--- src/rtl/fetch_pc_if.sv ---
// Handshake bundle between the fetch/PC stage and its environment (control
// inputs in, fetch address and status out).
interface fetch_pc_if #(
    parameter int PC_W = 10
);
    logic            start;
    logic            stall;
    logic            branchCompPass;
    logic [7:0]      branchOffset;
    logic            halt;
    logic [PC_W-1:0] pc;
    logic            instrValid;
    logic            done;
    logic [15:0]     instrCount;

    modport master (
        output start, stall, branchCompPass, branchOffset, halt,
        input  pc, instrValid, done, instrCount
    );

    modport slave (
        input  start, stall, branchCompPass, branchOffset, halt,
        output pc, instrValid, done, instrCount
    );
endinterface

--- src/rtl/fetch_pc_unit.sv ---
// Program counter / fetch sequencer: start, stall, halt, taken-branch redirect with one squash bubble.
// Optional retired-instruction counter enabled by defining FETCH_PERF_CNT_EN.
module fetch_pc_unit #(
    parameter int              PC_W       = 10,
    parameter logic [PC_W-1:0] START_ADDR = {PC_W{1'b0}}
) (
    input  logic       clk,
    input  logic       rst_n,
    fetch_pc_if.slave  bus
);
    localparam logic [1:0] ST_IDLE   = 2'd0;
    localparam logic [1:0] ST_RUN    = 2'd1;
    localparam logic [1:0] ST_BUBBLE = 2'd2;
    localparam logic [1:0] ST_DONE   = 2'd3;

    logic [1:0]      state_q, state_d;
    logic [PC_W-1:0] pc_q, pc_d;
    logic            valid_q;
    logic            done_q;
    logic [PC_W-1:0] branch_tgt_s;
    logic [PC_W-1:0] pc_inc_s;

    // Offset is measured from the branch's own pc; PC_W must exceed 8.
    assign branch_tgt_s = pc_q + {{(PC_W-8){bus.branchOffset[7]}}, bus.branchOffset};
    assign pc_inc_s     = pc_q + {{(PC_W-1){1'b0}}, 1'b1};

    // Next-state and next-pc selection; a stall freezes everything.
    always_comb begin
        state_d = state_q;
        pc_d    = pc_q;
        if (!bus.stall) begin
            case (state_q)
                ST_IDLE, ST_DONE: begin
                    if (bus.start) begin
                        pc_d    = START_ADDR;
                        state_d = ST_RUN;
                    end else begin
                        pc_d    = pc_q;
                    end
                end
                ST_RUN: begin
                    if (bus.halt) begin
                        state_d = ST_DONE;
                    end else if (bus.branchCompPass) begin
                        pc_d    = branch_tgt_s;
                        state_d = ST_BUBBLE;
                    end else begin
                        pc_d    = pc_inc_s;
                    end
                end
                ST_BUBBLE: begin
                    pc_d    = pc_inc_s;
                    state_d = ST_RUN;
                end
                default: begin
                    state_d = ST_IDLE;
                end
            endcase
        end else begin
            state_d = state_q;
        end
    end

    // State, pc and registered status flags.
    always_ff @(posedge clk) begin
        if (!rst_n) begin
            state_q <= ST_IDLE;
            pc_q    <= {PC_W{1'b0}};
            valid_q <= 1'b0;
            done_q  <= 1'b0;
        end else begin
            state_q <= state_d;
            pc_q    <= pc_d;
            valid_q <= (state_d == ST_RUN);
            done_q  <= (state_d == ST_DONE);
        end
    end

    assign bus.pc         = pc_q;
    assign bus.instrValid = valid_q;
    assign bus.done       = done_q;

`ifdef FETCH_PERF_CNT_EN
    logic [15:0] count_q;

    // Counts every unstalled RUN cycle, including the branch/halt cycle; saturates.
    always_ff @(posedge clk) begin
        if (!rst_n) begin
            count_q <= 16'h0000;
        end else if (!bus.stall && bus.start &&
                     ((state_q == ST_IDLE) || (state_q == ST_DONE))) begin
            count_q <= 16'h0000;
        end else if (!bus.stall && (state_q == ST_RUN) && (count_q != 16'hFFFF)) begin
            count_q <= count_q + 16'h0001;
        end else begin
            count_q <= count_q;
        end
    end

    assign bus.instrCount = count_q;
`else
    assign bus.instrCount = 16'h0000;
`endif

endmodule

--- src/flat_wrapper.sv ---
// flat-port wrapper written by rule: the top's interface ports become plain ports
module fetch_pc_unit_flat 
#(
    parameter int              PC_W       = 10,
    parameter logic [PC_W-1:0] START_ADDR = {PC_W{1'b0}}
)
  (clk, rst_n, bus_start, bus_stall, bus_branchCompPass, bus_branchOffset, bus_halt, bus_pc, bus_instrValid, bus_done, bus_instrCount);
  fetch_pc_if #(.PC_W(PC_W)) bus_i ();
  input  logic clk;
  input  logic rst_n;
  input wire logic [$bits(bus_i.start)-1:0] bus_start;
  input wire logic [$bits(bus_i.stall)-1:0] bus_stall;
  input wire logic [$bits(bus_i.branchCompPass)-1:0] bus_branchCompPass;
  input wire logic [$bits(bus_i.branchOffset)-1:0] bus_branchOffset;
  input wire logic [$bits(bus_i.halt)-1:0] bus_halt;
  output wire logic [$bits(bus_i.pc)-1:0] bus_pc;
  output wire logic [$bits(bus_i.instrValid)-1:0] bus_instrValid;
  output wire logic [$bits(bus_i.done)-1:0] bus_done;
  output wire logic [$bits(bus_i.instrCount)-1:0] bus_instrCount;
  assign bus_i.start = bus_start;
  assign bus_i.stall = bus_stall;
  assign bus_i.branchCompPass = bus_branchCompPass;
  assign bus_i.branchOffset = bus_branchOffset;
  assign bus_i.halt = bus_halt;
  assign bus_pc = bus_i.pc;
  assign bus_instrValid = bus_i.instrValid;
  assign bus_done = bus_i.done;
  assign bus_instrCount = bus_i.instrCount;
  fetch_pc_unit #(.PC_W(PC_W), .START_ADDR(START_ADDR)) u_core (.clk(clk), .rst_n(rst_n), .bus(bus_i));
endmodule
--- config.mk ---
export PLATFORM = sky130hd
export DESIGN_NAME = fetch_pc_unit_flat
export DESIGN_NICKNAME = d
export VERILOG_FILES = /design/src/rtl/fetch_pc_if.sv /design/src/rtl/fetch_pc_unit.sv /design/src/flat_wrapper.sv
export SDC_FILE = /design/constraint.sdc
export NUM_CORES = 1
export LEC_CHECK = 0
export BUFFER_PORTS_ARGS = -buffer_cell sky130_fd_sc_hd__buf_2
export CAP_MARGIN = 25
export CORE_MARGIN = 2
export CORE_UTILIZATION = 45
export DETAILED_ROUTE_END_ITERATION = 10
export GPL_TIMING_DRIVEN = 0
export HOLD_SLACK_MARGIN = 0.03
export PLACE_DENSITY = 0.74
export SYNTH_ARGS = -nofsm -noshare
export SYNTH_HDL_FRONTEND = slang
export SYNTH_SLANG_ARGS = --single-unit
--- constraint.sdc ---
create_clock -name clk -period 2.1 [get_ports clk]
set_clock_uncertainty 0.05 [all_clocks]
set_input_delay 0.21 -clock clk [delete_from_list [all_inputs] [get_ports clk]]
set_output_delay 0.21 -clock clk [all_outputs]
set_load 0.02 [all_outputs]
# Yosys cells after proc, flatten, opt, wreduce, memory -nomap -nowiden
# Index checks and enable logic that the tools add are counted.
[classes]
add_sub_neg = 2
eq_ne = 7
mux = 9
n_bitwise = 1
reduce_logical = 3
[ops]
columns = ["cell", "n"]
rows = [
  ["10-bit two-way mux", 3],
  ["10-bit case mux with 3 select lines", 1],
  ["10-bit by 1-bit adder with 10-bit output (second input constant)", 1],
  ["10-bit adder", 1],
  ["2-bit two-way mux", 4],
  ["2-bit equality test (second input constant)", 3],
  ["2-bit case mux with 3 select lines", 1],
  ["2-bit by 1-bit equality test with 1-bit output (second input constant)", 2],
  ["2-bit inequality test (second input constant)", 2],
  ["3-bit AND reduction", 1],
  ["2-bit logical NOT", 1],
  ["2-bit OR reduction", 1],
  ["1-bit inverter", 1],
]
[totals]
register_bits = 14
input_bits = 14
output_inout_bits = 28
word_cells = 26

# Depth between registers and ports, before layout
[logic_depth]
word_depth = 5
ltp_mapped = 8

# Worst setup path after synthesis
# Ideal clock, no wire load.
[synth_path]
path_type = "register -> register"
start = "reg u_core.pc_q[0], in the netlist u_core.bus.pc[0]"
end = "reg u_core.pc_q[8], in the netlist u_core.bus.pc[8]"
setup_ns = 0.059
t_arrival_ns = 2.038
required_ns = 1.991
setup_slack_ns = -0.046
path_stages_with_launch = 9
path_buffers = 0
cell_sequence = "dfxtp_1 ha_1 inv_1 fa_1 nor2b_4 o31a_1 or4_1 o31ai_1 o221a_2"
[synth_between]
elab_chain_len = 4
[synth_rtl]
columns = ["item", "line_no", "source"]
rows = [
  ["start: declaration", "fetch_pc_unit.sv:17", "logic [PC_W-1:0] pc_q, pc_d;"],
  ["start signal: assignment", "fetch_pc_unit.sv:68", "pc_q <= {PC_W{1'b0}};"],
  ["start signal: assignment", "fetch_pc_unit.sv:73", "pc_q <= pc_d;"],
  ["10-bit by 1-bit adder with 10-bit output or 10-bit adder (tied branches)", "fetch_pc_unit.sv:25, fetch_pc_unit.sv:24", ""],
  ["10-bit two-way mux", "fetch_pc_unit.sv:44", "end else if (bus.branchCompPass) begin"],
  ["10-bit two-way mux", "fetch_pc_unit.sv:42", "if (bus.halt) begin"],
  ["10-bit case mux with 3 select lines (*)", "fetch_pc_unit.sv:32", "case (state_q)"],
]
# Mark *: on every way between the ends. The rest lies on a longest branch, timed or not. The select of a mux whose other input is x is not followed.
# A chain may end at the register's enable or synchronous reset.

# Worst setup path after layout
[layout_path]
start = "reg u_core.pc_q[0], in the netlist u_core.bus.pc[0]"
end = "reg u_core.pc_q[6], in the netlist u_core.bus.pc[6]"
# Same word-level chain as after synthesis.

==> flow_summary.ini <==
[run_status]
status = finished clean

[grt]
grt_pass1_vias = 1301
grt_pass1_wl_um = 5678
grt_overflow_total = 0
grt_usage = 0.2037
grt_start_max_net_pins = 11
antenna_found_initial = 0

[setup_path]
worst-setup-path-type = reg -> reg
worstRegToRegCells = 9
cp.arrival_ps = 2150
end_kind = flop
critPathMaxFanout = 3
critPathLaunchType = flop
cpPeakStageDelay_ps = 390
required_ps = 2240
crit_path_top_delay_cell = fa_2
crit_chain = ha_2 -> inv_1 -> fa_2 -> nor2b_4 -> o31a_1 -> buf_4 -> mux2i_1 -> a211oi_1 -> o21ai_1

[synthesis]
ys_ff_latch = 14
ys_warn_count = 0
yosys.area_share.simple = 0.2458
synth_compound_area_frac = 0.2607
synth_ff_type = dfxtp_1
synth.area.mux_share = 0.01400
synthCells = 187
synthAdderAreaFrac = 0.1190
synth_top_family_by_area = compound AO/OA/AOI/OAI gates
async_reset_ff_frac = 0
synthXorXnorAreaFrac = 0.04287
synth.distinct_cells = 49
synth_edf_count = 0
ys_seq_area_frac = 0.1960
syn_area_um2 = 1430
syn_area_per_cell_um2 = 7.648

[cells_and_area]
finalNetCount = 262
drive_gt1_frac = 0.2692
fillers = 293
syn_to_final_growth_pct = 22.48
final_cells = 278
seqCellArea_um2 = 286.5
multi_input_area_um2 = 1056
antennaDiodeCount = 0

[timing]
fin_crit_ps = 2018
worst_slack_ps = 82.44
setup_tns_ps = 0
fin_crit_sh = 0.9607
hold_viol_final = 0
max_freq_ghz = 0.4956
setup_viol = 0
slew_violations = 0
rsz0062_at_grt = no

[power_and_ir_drop]
p_sw_w = 0.0002746
vdd_drop_max_v = 0.0004770
comb_power_share = 0.341
power_leakage_nw = 0.8189
power_switching_share = 0.3635
seq_power_share = 0.380
clkPwrFrac = 0.279
total_power_w = 0.0007554
p_per_area_nw_per_um2 = 431.3
p_int_w = 0.0004808

[routing]
wire_per_inst_um = 12.57
routed_wl_um = 3495
drt-initial-drc-count = 40
vias = 1444
viasPerCell = 5.194
detail-route-antenna-nets = 0
detail_route.first_pass.iterations = 4
remaining_drc_errors = 0

[floorplan]
dieArea_um2 = 3645
rows = 20
initial_core_util = 0.4723
die_w_um = 60.38
core_um2 = 3028
die_h_um = 60.38
ioPinCount = 42

[placed_design]
pre_cts_slack_ps = -71.45
gp_congestion = 0.9047
place_inst = 271
hpwl_um = 2633
port_buffers = 25

[clock_tree]
cts_sinks = 14
cts_made_buffers = 3
cts_tree = built
postCtsHoldBufs = 0
cts.path.max_buffers = 2
cts_htree_levels = 1
clk_latency_ps = 290
cts_root_buf = clkbuf_4
clk_pin_slew_ps = 100

[worst_hold_path]
min_path_type = in -> reg
hold_depth = 3

[job]
drv_cap = 0
[state kept, by name (all words and copies together), names as in the netlist]
signal,flops
u_core.bus.pc,10
u_core.state_q,2
u_core.bus.done,1
u_core.bus.instrValid,1
[cell usage after synthesis, types with 4 or more instances]
master    count  area share
nand2_1      11       0.029
buf_4        16       0.084
xnor2_1       4       0.024
a21oi_1       9       0.031
nor2_1       16       0.042
ha_1         12        0.10
nand3_1       9       0.031
dfxtp_1      14        0.20
a211oi_1      5       0.026
o21ai_0      16       0.056
and3_1        6       0.026
inv_1        11       0.029
[routing by layer]
layer  part of all wire  GRT usage
met1               0.48     0.2675
met2               0.46     0.3385
met3              0.052    0.05117
met4             0.0072    0.04444
met5                  0          0
[power groups by stage]
stage / clock network (W) / registers (W) / logic (W)
after floorplan: 0 / 0.000302 / 0.000178
after global placement: 0 / 0.000294 / 0.000242
after detailed placement: 0 / 0.000294 / 0.000245
after CTS: 0.000208 / 0.000287 / 0.000249
after global routing: 0.000224 / 0.000289 / 0.000282
final: 0.000211 / 0.000287 / 0.000258
[layout by cell type (no fill, tap or decap), types with 2 or more instances in the layout]
| cell type | instances |
|---|---|
| a211oi_1 | 5 |
| a21boi_0 | 2 |
| a21o_1 | 3 |
| a21oi_1 | 9 |
| a22oi_1 | 3 |
| a31o_2 | 2 |
| and2_1 | 2 |
| and3_1 | 6 |
| and4_1 | 2 |
| buf_2 | 25 |
| buf_4 | 19 |
| clkbuf_4 | 3 |
| conb_1 | 16 |
| dfxtp_1 | 11 |
| dfxtp_2 | 2 |
| ha_1 | 11 |
| inv_1 | 11 |
| mux2i_1 | 2 |
| nand2_1 | 11 |
| nand2b_1 | 3 |
| nand3_1 | 8 |
| nand3b_1 | 3 |
| nand4_1 | 3 |
| nand4b_1 | 2 |
| nor2_1 | 14 |
| o21ai_0 | 15 |
| o22ai_1 | 2 |
| o31ai_1 | 2 |
| xnor2_1 | 4 |
| xor2_1 | 3 |
[cell type report]
class / count / share of cell area
multi-input combinational: 159 / 0.6029
sequential: 14 / 0.1636
timing repair buffer: 28 / 0.08429
buffer: 18 / 0.07357
tap: 44 / 0.03143
inverter: 11 / 0.02357
clock buffer: 4 / 0.02071
[final timing paths]
kind                    startpoint                end  slack (ps)
hold reg to reg   u_core.bus.pc[3]   u_core.bus.pc[3]         500
setup reg to reg  u_core.bus.pc[0]   u_core.bus.pc[6]          80
hold / removal               rst_n  u_core.state_q[0]         180
setup / recovery  u_core.bus.pc[0]   u_core.bus.pc[6]          80
[what timing repair did]
action,in CTS,in global routing
buffers inserted,3,0
setup endpoints to repair,2,10
cloned,0,0
pin swaps,3,2
resized for setup,3,6
[cell families after synthesis]
logic type	after synthesis
AND/OR/NAND/NOR	65
AO/OA/AOI/OAI	56
buffers and inverters	29
flip-flops	14
adder cells (fa/ha/maj)	13
XOR/XNOR	7
multiplexers	2
other	1
[critical path: cells and delay by family, from the launching register on]
family / cells / cell delay, ps
adder cells (fa/ha/maj): 2 / 570
AO/OA/AOI/OAI: 3 / 520
multiplexers: 1 / 70
AND/OR/NAND/NOR: 1 / 120
flip-flops: 1 / 360
buffers and inverters: 2 / 220
[stage by stage]
step	hold WS (ps)	utilization	area [um^2]
3_3_place_gp	471.1	0.5521	1672
3_5_place_dp	486.6	0.5521	1672
4_1_cts	184.8	0.5740	1738
6_report	176.8	0.5785	1752
2_1_floorplan	272.1	-	1491
5_1_grt	203.2	0.5785	1752
No activity file was read; power rests on OpenSTA's default activity.
